**config.mk**
```make
export PLATFORM = sky130hd
export DESIGN_NAME = tt_um_alarm_vector_driver
export DESIGN_NICKNAME = d
export VERILOG_FILES = /design/src/rtl/tt_um_alarm_vector_driver.sv
export SDC_FILE = /design/constraint.sdc
export NUM_CORES = 1
export LEC_CHECK = 0
export CAP_MARGIN = 20
export CORE_ASPECT_RATIO = 1.1
export CORE_MARGIN = 2
export CORE_UTILIZATION = 40
export CTS_CLUSTER_SIZE = 28
export DETAILED_ROUTE_END_ITERATION = 10
export SLEW_MARGIN = 10
export SYNTH_ARGS = -nofsm -noshare
export SYNTH_HDL_FRONTEND = slang
export SYNTH_SLANG_ARGS = --single-unit
```
**constraint.sdc**
```tcl
create_clock -name clk -period 2.6 [get_ports clk]
set_input_delay 0.26 -clock clk [delete_from_list [all_inputs] [get_ports clk]]
set_output_delay 0.26 -clock clk [all_outputs]
set_load 0.005 [all_outputs]
```
**src/rtl/tt_um_alarm_vector_driver.sv**
```systemverilog
`default_nettype none
// ============================================================================
// Module   : tt_um_alarm_vector_driver
// Purpose  : Drives 6-bit vectors into an external alarm tile and tallies
//            how many assert its active-low indicator, plus their checksum.
// Revision : 1.0
// ============================================================================
module tt_um_alarm_vector_driver #(
    parameter int SETTLE = 4
) (
    input  logic       clk,
    input  logic       rst_n,
    input  logic       ena,
    input  logic [7:0] ui_in,
    output logic [7:0] uo_out,
    input  logic [7:0] uio_in,
    output logic [7:0] uio_out,
    output logic [7:0] uio_oe
);

    localparam logic [7:0] c_settle_last = 8'(SETTLE - 1);

    typedef enum logic [1:0] {
        S_IDLE  = 2'd0,
        S_DRIVE = 2'd1,
        S_DONE  = 2'd2
    } state_t;

    state_t      r_state, w_state_nxt;
    logic [5:0]  r_vec, w_vec_nxt;
    logic [7:0]  r_timer, w_timer_nxt;
    logic [6:0]  r_hit_count, w_hit_count_nxt;
    logic [7:0]  r_checksum, w_checksum_nxt;
    logic        r_done, w_done_nxt;
    logic        r_busy, w_busy_nxt;
    logic        r_mode, w_mode_nxt;
    logic        r_start_prev;
    logic        r_resp_meta, r_resp_q;
    logic        w_edge;

    // Only the start edge, mode/select, vector and response bit are consumed
    logic w_unused_inputs;
    assign w_unused_inputs = &{1'b0, ena, uio_in[7], uio_in[5:0]};

    assign w_edge = ui_in[0] & ~r_start_prev;

    always_ff @(posedge clk) begin
        if (!rst_n) begin
            r_state      <= S_IDLE;
            r_vec        <= 6'd0;
            r_timer      <= 8'd0;
            r_hit_count  <= 7'd0;
            r_checksum   <= 8'd0;
            r_done       <= 1'b0;
            r_busy       <= 1'b0;
            r_mode       <= 1'b0;
            r_start_prev <= 1'b0;
            r_resp_meta  <= 1'b1;
            r_resp_q     <= 1'b1;
        end else begin
            r_state      <= w_state_nxt;
            r_vec        <= w_vec_nxt;
            r_timer      <= w_timer_nxt;
            r_hit_count  <= w_hit_count_nxt;
            r_checksum   <= w_checksum_nxt;
            r_done       <= w_done_nxt;
            r_busy       <= w_busy_nxt;
            r_mode       <= w_mode_nxt;
            r_start_prev <= ui_in[0];
            r_resp_meta  <= uio_in[6];
            r_resp_q     <= r_resp_meta;
        end
    end

    always_comb begin
        w_state_nxt     = r_state;
        w_vec_nxt       = r_vec;
        w_timer_nxt     = r_timer;
        w_hit_count_nxt = r_hit_count;
        w_checksum_nxt  = r_checksum;
        w_done_nxt      = r_done;
        w_busy_nxt      = r_busy;
        w_mode_nxt      = r_mode;

        case (r_state)
            S_IDLE, S_DONE: begin
                if (w_edge) begin
                    w_state_nxt     = S_DRIVE;
                    w_mode_nxt      = ui_in[1];
                    w_vec_nxt       = ui_in[1] ? ui_in[7:2] : 6'd0;
                    w_timer_nxt     = 8'd0;
                    w_hit_count_nxt = 7'd0;
                    w_checksum_nxt  = 8'd0;
                    w_done_nxt      = 1'b0;
                    w_busy_nxt      = 1'b1;
                end
            end
            S_DRIVE: begin
                w_timer_nxt = r_timer + 8'd1;
                if (r_timer == c_settle_last) begin
                    // Indicator is active-low: a low synchronized response is a hit
                    if (!r_resp_q) begin
                        if (r_hit_count != 7'h7F) begin
                            w_hit_count_nxt = r_hit_count + 7'd1;
                        end
                        w_checksum_nxt = r_checksum + {2'b00, r_vec};
                    end
                    if (r_mode || (r_vec == 6'd63)) begin
                        w_state_nxt = S_DONE;
                        w_done_nxt  = 1'b1;
                        w_busy_nxt  = 1'b0;
                    end else begin
                        w_vec_nxt   = r_vec + 6'd1;
                        w_timer_nxt = 8'd0;
                    end
                end
            end
            default: begin
                w_state_nxt = S_IDLE;
            end
        endcase
    end

    assign uo_out  = ui_in[1] ? r_checksum : {r_done, r_hit_count};
    assign uio_out = {r_busy, 1'b0, (r_state == S_IDLE) ? 6'd0 : r_vec};
    assign uio_oe  = 8'hBF;

endmodule
`default_nettype wire

```
==> flow_metrics.tcl, run 1 <==
set metrics [dict create \
    synthToLayoutAreaGrowth_pct 20.6 \
    stdcell_area_sq_um 2600 \
    critPathLaunch "r_timer[1]" \
    diodes 0 \
    p_leak_nw 1.01 \
    busiest_layer "met2" \
    slew_headroom_pct 60.6 \
    firstDrtPassIters 4 \
    nets 311 \
    cts_resized 0 \
    path_buf_inv 0 \
    numClockSinks 37 \
    power.share.clock_pct 37.0 \
    rsz0062_at_grt "false" \
    wl_per_cell_um 14.3 \
    yosys-top-cells-count "dfxtp_1 (37), a21oi_1 (22), nand3_1 (22)" \
    nFillCells 507 \
    worst_setup_path_end_kind "flop" \
    drive_above_1_share_pct 12.0 \
    switching_share_pct 26.3 \
    ys_ff_latch 37 \
    path_cells "ha_1 > or4b_4 > a311o_1 > or4b_1 > a32oi_1 > nor2_1" \
    post-synth-top-count-cell "dfxtp_1" \
    syn_area_sq_um 2150 \
    cp_slowest_cell "or4b_4" \
    grt_overflow_total 0 \
    p_int_w 0.000891 \
    hold_path.class "flop to flop" \
    clock-root-buffer "clkbuf_8" \
    via_count 1913 \
    cp_num_cells 6 \
    post-route-min-period_ns 2.41 \
    power_density_nw_per_um2 465 \
    seqPwrFrac_pct 49.8 \
    grt_max_degree 20 \
    worst_ep_arrival_time_ns 2.60 \
    portBuffers 25 \
    fmax_ghz 0.415 \
    synth_top_area_cell "dfxtp_1" \
    place.gp.congestion 0.780 \
    drtIter0Drc 144 \
    r2r_cells 6 \
    ios 43 \
    finalSetupViolations 0 \
    cap_violations 0 \
    grt_use_met1_pct 25.0 \
    h-tree-depth 2 \
    clk_pin_slew_worst_paths_ns 0.07 \
    dieArea_sq_um 5980 \
    cts_max_path_buffers 2 \
    peakVddDrop_mv 0.302 \
    path_max_fanout 5 \
    required_ns 2.79 \
    yosys_warnings 0 \
    fin_util_pct 49.1 \
    drv_slew 0 \
    grt_pass1_vias 1788 \
    crit_family "simple AND/OR/NAND/NOR gates" \
    final-seq-area_sq_um 741 \
    grtUsageTotal_pct 18.9 \
    cp-start-kind "flop" \
    met2_usage_pct 30.6 \
    wl_um 5140 \
    setup_tns_ns 0 \
    synth_edf_count 0 \
    dpl.hpwl_um 3770 \
    synthArstFlopShare_pct 0 \
    insertion_delay_ns 0.30 \
    drc_errors 0 \
    yosysUniqueCellTypes 52 \
    yosys-top-cells-area "dfxtp_1 (34%), ha_1 (5.2%), a21oi_1 (5.1%)" \
    dpl.cell_count 350 \
    use_met3_pct 3.35 \
    fp.dieW_um 73.9 \
    tightest_slew_ns 0.592 \
    yosysTopAreaCellShare_pct 34.4 \
    cts_setup_buffers 0 \
    chipHeight_um 80.9 \
    grt_pass1_wl_um 8650 \
    synth.avg_cell_area_sq_um 8.61 \
    status "complete, no violations" \
    hold_buffers 0 \
    crit_end "r_vec[2]" \
    row_count 28 \
    path_class "flop to flop" \
    cts_tree "yes" \
    synth_seq_area_share_pct 34.4 \
    power_w 0.00121 \
    multi_input_area_sq_um 1320 \
    hold_start "r_resp_meta" \
    placeableCoreArea_sq_um 5290 \
    r2r_end "r_vec[2]" \
    reg2reg_from "r_timer[1]" \
    combPwrFrac_pct 13.3 \
    cts_buffers 5 \
    slowest_delay_ns 0.54 \
    placed_cell_area_sq_um 2490 \
    drtAntennaViolNets 0 \
    skew_ns 0.00476 \
    ys_dominant_reg_cell "dfxtp_1" \
    hold_viol 0 \
    syn_inst 250 \
    finalCritPeriodShare_pct 92.7 \
    p_sw_w 0.000317 \
    initial_core_util_pct 40.7 \
    fin_cells 358 \
    rrSetupSlack_ns 0.19 \
    viasPerCell 5.34 \
    antenna_found_initial 0 \
]
## how the worst min path moves through the flow
stage          cells past startpoint  slack (ns)           to
2_1_floorplan                      1        0.36  r_resp_meta
3_3_place_gp                       1        0.39     r_resp_q
3_5_place_dp                       1        0.40     r_resp_q
4_1_cts                            1        0.41     r_resp_q
5_1_grt                            1        0.45     r_resp_q
6_report                           1        0.41     r_resp_q
## flip-flops by register name, indices dropped and copies added (netlist names)
register,count
r_mode,1
r_resp_q,1
r_start_prev,1
r_hit_count,7
r_checksum,8
r_done,1
r_resp_meta,1
r_busy,1
r_state,2
r_vec,6
r_timer,8
## metal layers
layer	vias up	share of wire, %
met5	-	0
met4	0	1.9
met3	10	3.7
met2	39	48
met1	888	46
li1	976	-
## layout make-up
cell class | instances | area share [%]
multi-input combinational | 199 | 50.8
sequential | 37 | 28.5
timing repair buffer | 35 | 12.5
clock buffer | 7 | 3.71
tap | 75 | 3.61
inverter | 4 | 0.578
clock inverter | 1 | 0.193
## through the flow
stage	hold WS [ns]	worst slack (ns)
2_1_floorplan	0.361	0.354
3_3_place_gp	0.393	0.240
3_5_place_dp	0.397	0.216
4_1_cts	0.415	0.191
5_1_grt	0.455	0.0902
6_report	0.413	0.190
## power by group through the flow
stage          Clock [W]  Sequential (W)  Combinational (W)
3_5_place_dp           0        0.000614           0.000161
3_3_place_gp           0        0.000614           0.000160
6_report        0.000447        0.000601           0.000160
2_1_floorplan          0        0.000608           0.000112
5_1_grt         0.000484        0.000604           0.000179
4_1_cts         0.000460        0.000601           0.000161
## cell families after synthesis
kind of cell	synth area share [%]
AOI/OAI and AO/OA	23.2
xor gates and xnor gates	3.26
adders and majority gates	6.16
buffers and inverters	5.46
DFF	34.4
muxes	4.65
other	0.349
and+or+nand+nor	22.5
## cell usage in the layout (no fill, tap or decap), types with 3 or more instances in the layout
master,Yosys,layout
nor2b_1,7,7
mux2_2,8,8
ha_1,9,9
xnor2_1,3,3
inv_1,4,4
nand2_1,20,20
dfxtp_1,37,37
buf_4,10,10
and3_1,5,5
a22oi_1,3,3
conb_1,2,9
clkdlybuf4s50_1,0,25
nand3_1,22,22
nand2b_1,4,4
o31ai_1,5,5
a211oi_1,5,5
xor2_1,5,5
a31oi_1,5,5
nor2_1,15,15
clkbuf_8,0,7
o211ai_1,3,3
o21ai_0,10,10
or3_1,3,3
a21oi_1,22,22
(Power assumes the default switching activity.)
==> inputs of run 2 (changes only) <==
--- a/config.mk
+++ b/config.mk
@@ -11,6 +11,7 @@
 export CORE_UTILIZATION = 40
 export CTS_CLUSTER_SIZE = 28
 export DETAILED_ROUTE_END_ITERATION = 10
+export RECOVER_POWER = 25
 export SLEW_MARGIN = 10
 export SYNTH_ARGS = -nofsm -noshare
 export SYNTH_HDL_FRONTEND = slang
==> run 2 against run 1 <==
Net effect:
- die area is the same
- final cell count is the same
- register-to-register slack got worse by 0.03 ns
- combinational power barely moved
- count of clock-buffer cells in the layout unchanged
==> flow_metrics.tcl, run 2 (same netlist as run 1, synthesis figures left out) <==
set metrics [dict create \
    status "complete, no violations" \
    grt_pass1_wl_um 8650 \
    antenna_found_initial 0 \
    final-seq-area_sq_um 741 \
    wl_per_cell_um 14.3 \
    clk_pin_slew_worst_paths_ns 0.07 \
    ios 43 \
    hold_path.class "flop to flop" \
    nets 311 \
    cts_tree "yes" \
    cp_slowest_cell "or4b_4" \
    use_met3_pct 3.35 \
    cts_resized 0 \
    fp.dieW_um 73.9 \
    chipHeight_um 80.9 \
    post-route-min-period_ns 2.44 \
    rrSetupSlack_ns 0.16 \
    row_count 28 \
    slowest_delay_ns 0.54 \
    tightest_slew_ns 0.879 \
    cts_setup_buffers 0 \
    holdPathEnd "r_resp_q" \
    layout_setup_ws_ns 0.161 \
    initial_core_util_pct 40.7 \
    switching_share_pct 26.4 \
    crit_family "simple AND/OR/NAND/NOR gates" \
    drtIter0Drc 131 \
    required_ns 2.76 \
    placeableCoreArea_sq_um 5290 \
    multi_input_area_sq_um 1320 \
    skew_ns 0.00415 \
    final_cell_mix "dfxtp_1 (37), a21oi_1 (22), nand3_1 (22), nand2_1 (20), clkdlybuf4s50_1 (18)" \
    path_class "flop to flop" \
    busiest_layer "met2" \
    reg.largest.list "r_checksum x8, r_timer x8, r_hit_count x7" \
    worst_setup_path_end_kind "flop" \
    hold_viol 0 \
    path_cells "ha_1 > or4b_4 > a311o_1 > or4b_1 > a32oi_1 > nor2_1" \
    p_leak_nw 1.02 \
    slew_headroom_pct 41.4 \
    grt_max_degree 20 \
    power_density_nw_per_um2 466 \
    portBuffers 25 \
    power.share.clock_pct 37.2 \
    numClockSinks 37 \
    grt_use_met1_pct 25.0 \
    wl_um 5110 \
    fmax_ghz 0.410 \
    hold_buffers 0 \
    p_sw_w 0.000318 \
    path_max_fanout 5 \
    holdPathStages 1 \
    combPwrFrac_pct 13.0 \
    cap_violations 0 \
    diodes 0 \
    dieArea_sq_um 5980 \
    met2_usage_pct 30.6 \
    r2r_cells 6 \
    p_int_w 0.000888 \
    peakVddDrop_mv 0.301 \
    cp-start-kind "flop" \
    pre_cts_ws_ns 0.216 \
    grt_overflow_total 0 \
    drtAntennaViolNets 0 \
    drv_slew 0 \
    clock-root-buffer "clkbuf_8" \
    insertion_delay_ns 0.30 \
    via_count 1903 \
    rsz0062_at_grt "false" \
    hold_start "r_resp_meta" \
    nFillCells 511 \
    place.gp.congestion 0.780 \
    dpl.hpwl_um 3770 \
    drc_errors 0 \
    viasPerCell 5.32 \
    drive_above_1_share_pct 11.3 \
    seqPwrFrac_pct 49.8 \
    cts_buffers 5 \
    finalCritPeriodShare_pct 93.8 \
    synthToLayoutAreaGrowth_pct 20.3 \
    h-tree-depth 2 \
    worst_ep_arrival_time_ns 2.60 \
    firstDrtPassIters 4 \
    reg2reg_from "r_timer[1]" \
    grtUsageTotal_pct 18.9 \
    path_buf_inv 0 \
    setup_tns_ns 0 \
    finalSetupViolations 0 \
    r2r_end "r_vec[2]" \
    cts_max_path_buffers 2 \
    layout_commonest_cell "dfxtp_1" \
    grt_pass1_vias 1788 \
]
==> run 2: worst max-delay path by stage <==
stage	depth (start not counted)	endpoint	startpoint	slack [ns]
after floorplan	6	r_vec[2]	r_timer[0]	0.35
after global placement	6	r_vec[2]	r_timer[1]	0.24
after detailed placement	6	r_vec[2]	r_timer[1]	0.22
after CTS	6	r_vec[2]	r_timer[1]	0.19
after global routing	6	r_vec[2]	r_timer[1]	0.06
final	6	r_vec[2]	r_timer[1]	0.16
==> run 2: stage by stage <==
| step | hold WS (ns) | std cells | instance area [sq um] | total power (W) | util [%] |
|---|---|---|---|---|---|
| CTS | 0.415 | 358 | 2600 | 0.00122 | 49.1 |
| floorplan | 0.361 | 257 | 2180 | 0.000720 | - |
| detailed placement | 0.397 | 350 | 2490 | 0.000775 | 47.2 |
| finish | 0.411 | 358 | 2590 | 0.00121 | 48.9 |
| global route | 0.455 | 358 | 2590 | 0.00126 | 48.9 |
| global placement | 0.393 | 350 | 2490 | 0.000774 | 47.2 |
==> run 2: layer usage <==
layer	vias up	part of all wire (%)
met5	-	0
met4	0	1.9
met3	10	3.3
met2	35	48
met1	883	47
li1	975	-
==> run 2: power groups by stage <==
| stage | registers, W | logic [W] | clock network [W] |
|---|---|---|---|
| after detailed placement | 0.000614 | 0.000161 | 0 |
| after floorplan | 0.000608 | 0.000112 | 0 |
| after CTS | 0.000601 | 0.000161 | 0.000460 |
| final | 0.000601 | 0.000157 | 0.000448 |
| after global routing | 0.000604 | 0.000176 | 0.000484 |
| after global placement | 0.000614 | 0.000160 | 0 |
==> run 2: layout make-up <==
class	count	area share, %
multi-input combinational	199	51.0
sequential	37	28.6
inverter	4	0.580
clock buffer	7	3.72
tap	75	3.62
timing repair buffer	35	12.3
clock inverter	1	0.193
==> inputs of run 3 (changes only) <==
--- a/config.mk
+++ b/config.mk
@@ -8,11 +8,11 @@
 export CAP_MARGIN = 20
 export CORE_ASPECT_RATIO = 1.1
 export CORE_MARGIN = 2
-export CORE_UTILIZATION = 40
+export CORE_UTILIZATION = 50
 export CTS_CLUSTER_SIZE = 28
 export DETAILED_ROUTE_END_ITERATION = 10
+export PLACE_DENSITY = 0.8
 export RECOVER_POWER = 25
-export SLEW_MARGIN = 10
 export SYNTH_ARGS = -nofsm -noshare
 export SYNTH_HDL_FRONTEND = slang
 export SYNTH_SLANG_ARGS = --single-unit
==> run 3 against run 2 <==
Net effect:
- core utilization rose by 12 points
- sequential share of layout area grew 0.18 points
- largest power group unchanged
- global-route usage rose by 3.3 points
- flip-flop and latch count did not move
- largest cell class unchanged
- non-clock buffer count increased by 1
- die area fell by 19%
- via count up 5.1%
- first-iteration DRC count fell by 5.3%
- clock power rose by 8.0%
- fmax increased by 0.24%
- setup slack improved by 0.0059 ns
- critical path type unchanged
- total power increased by 3.3%
==> flow_metrics.tcl, run 3 (same netlist as run 1, synthesis figures left out) <==
set metrics [dict create \
    worst_setup_path_end_kind "flop" \
    finalSetupViolations 0 \
    cts_setup_buffers 0 \
    hold_start "r_resp_meta" \
    hold_viol 0 \
    firstDrtPassIters 4 \
    skew_ns 0.0104 \
    drtAntennaViolNets 0 \
    path_buf_inv 0 \
    holdPathStages 1 \
    grt_overflow_total 0 \
    hold_path.class "flop to flop" \
    layout_setup_ws_ns 0.167 \
    cp_slowest_cell "or4b_4" \
    insertion_delay_ns 0.29 \
    nets 312 \
    crit_family "compound AO/OA/AOI/OAI gates" \
    synthToLayoutAreaGrowth_pct 19.5 \
    cts_tree "yes" \
    tightest_slew_ns 0.552 \
    placeableCoreArea_sq_um 4220 \
    hold_buffers 0 \
    post-route-min-period_ns 2.43 \
    slowest_delay_ns 0.54 \
    reg.largest.list "r_checksum x8, r_timer x8, r_hit_count x7" \
    power_density_nw_per_um2 484 \
    r2r_end "r_vec[5]" \
    grt_max_degree 20 \
    viasPerCell 5.93 \
    path_max_fanout 9 \
    fmax_ghz 0.411 \
    path_class "flop to flop" \
    drtIter0Drc 124 \
    drv_slew 0 \
    place.gp.congestion 0.871 \
    rrSetupSlack_ns 0.17 \
    cts_buffers 5 \
    chipHeight_um 72.8 \
    ios 43 \
    slew_headroom_pct 63.1 \
    path_cells "ha_1 > or4b_4 > a311o_1 > o31ai_4 > a21oi_1 > a31o_2" \
    rsz0062_at_grt "false" \
    p_leak_nw 1.02 \
    antenna_found_initial 0 \
    reg2reg_from "r_timer[1]" \
    grt_pass1_wl_um 8140 \
    clk_pin_slew_worst_paths_ns 0.08 \
    portBuffers 25 \
    grt_pass1_vias 1798 \
    wl_per_cell_um 15.0 \
    via_count 2000 \
    dpl.hpwl_um 3660 \
    final_cell_mix "dfxtp_1 (37), a21oi_1 (22), nand3_1 (22), nand2_1 (20), clkdlybuf4s50_1 (18)" \
    h-tree-depth 2 \
    cts_max_path_buffers 2 \
    initial_core_util_pct 51.0 \
    placed_cell_area_sq_um 2480 \
    numClockSinks 37 \
    dieArea_sq_um 4850 \
    cp_num_cells 6 \
    cap_violations 0 \
    worst_ep_arrival_time_ns 2.62 \
    fp.dieW_um 66.6 \
    wl_um 5050 \
    status "complete, no violations" \
    required_ns 2.79 \
    row_count 25 \
    cts_resized 0 \
    clock-root-buffer "clkbuf_8" \
    diodes 0 \
    pre_cts_ws_ns 0.230 \
    drive_above_1_share_pct 11.3 \
    finalCritPeriodShare_pct 93.6 \
    layout_commonest_cell "dfxtp_1" \
    r2r_cells 6 \
    peakVddDrop_mv 0.401 \
    cp-start-kind "flop" \
    stdcell_area_sq_um 2570 \
    grtUsageTotal_pct 22.2 \
    drc_errors 0 \
    setup_tns_ns 0 \
    holdPathEnd "r_resp_q" \
]
==> run 3: cell types whose count changed in the layout (fill, tap and decap cells not counted) <==
cell / change
bufinv_16: +1
clkbuf_8: -2
buf_4: +1
==> run 3: power breakdown <==
| part | internal (W) | total [W] | switching (W) |
|---|---|---|---|
| sequential | 0.000581 | 0.000602 | 0.0000208 |
| combinational | 0.0000693 | 0.000160 | 0.0000902 |
| clock | 0.000279 | 0.000484 | 0.000205 |
| total | 0.000929 | 0.00125 | 0.000316 |
==> run 3: metal layers <==
metal	global-route usage, %	up-vias	routed length [um]
met5	0	-	0
met4	7.03	0	55
met3	6.02	6	384
met2	37.2	83	2460
met1	27.7	935	2150
li1	-	976	-
==> run 3: per-stage QoR <==
| stage | power (W) | hold WS [ns] | util [%] | cells |
|---|---|---|---|---|
| global placement | 0.000772 | 0.396 | 58.6 | 330 |
| floorplan | 0.000720 | 0.361 | - | 257 |
| detailed placement | 0.000775 | 0.399 | 58.6 | 330 |
| global route | 0.00130 | 0.450 | 60.9 | 337 |
| CTS | 0.00126 | 0.414 | 61.1 | 337 |
| finish | 0.00125 | 0.410 | 60.9 | 337 |
==> run 3: worst max-delay path by stage <==
stage / to / start / slack (ns)
4_1_cts: r_vec[2] / r_timer[0] / 0.20
6_report: r_vec[5] / r_timer[1] / 0.17
2_1_floorplan: r_vec[2] / r_timer[0] / 0.35
5_1_grt: r_vec[2] / r_timer[1] / 0.08
3_3_place_gp: r_vec[2] / r_timer[0] / 0.26
3_5_place_dp: r_vec[2] / r_timer[0] / 0.23
==> run 3: final cells by class <==
type	instances	area (sq um)
multi-input combinational	199	1320
clock buffer	5	68.8
sequential	37	741
tap	54	67.6
fill	384	1650
timing repair buffer	36	325
clock inverter	2	35.0
inverter	4	15.0
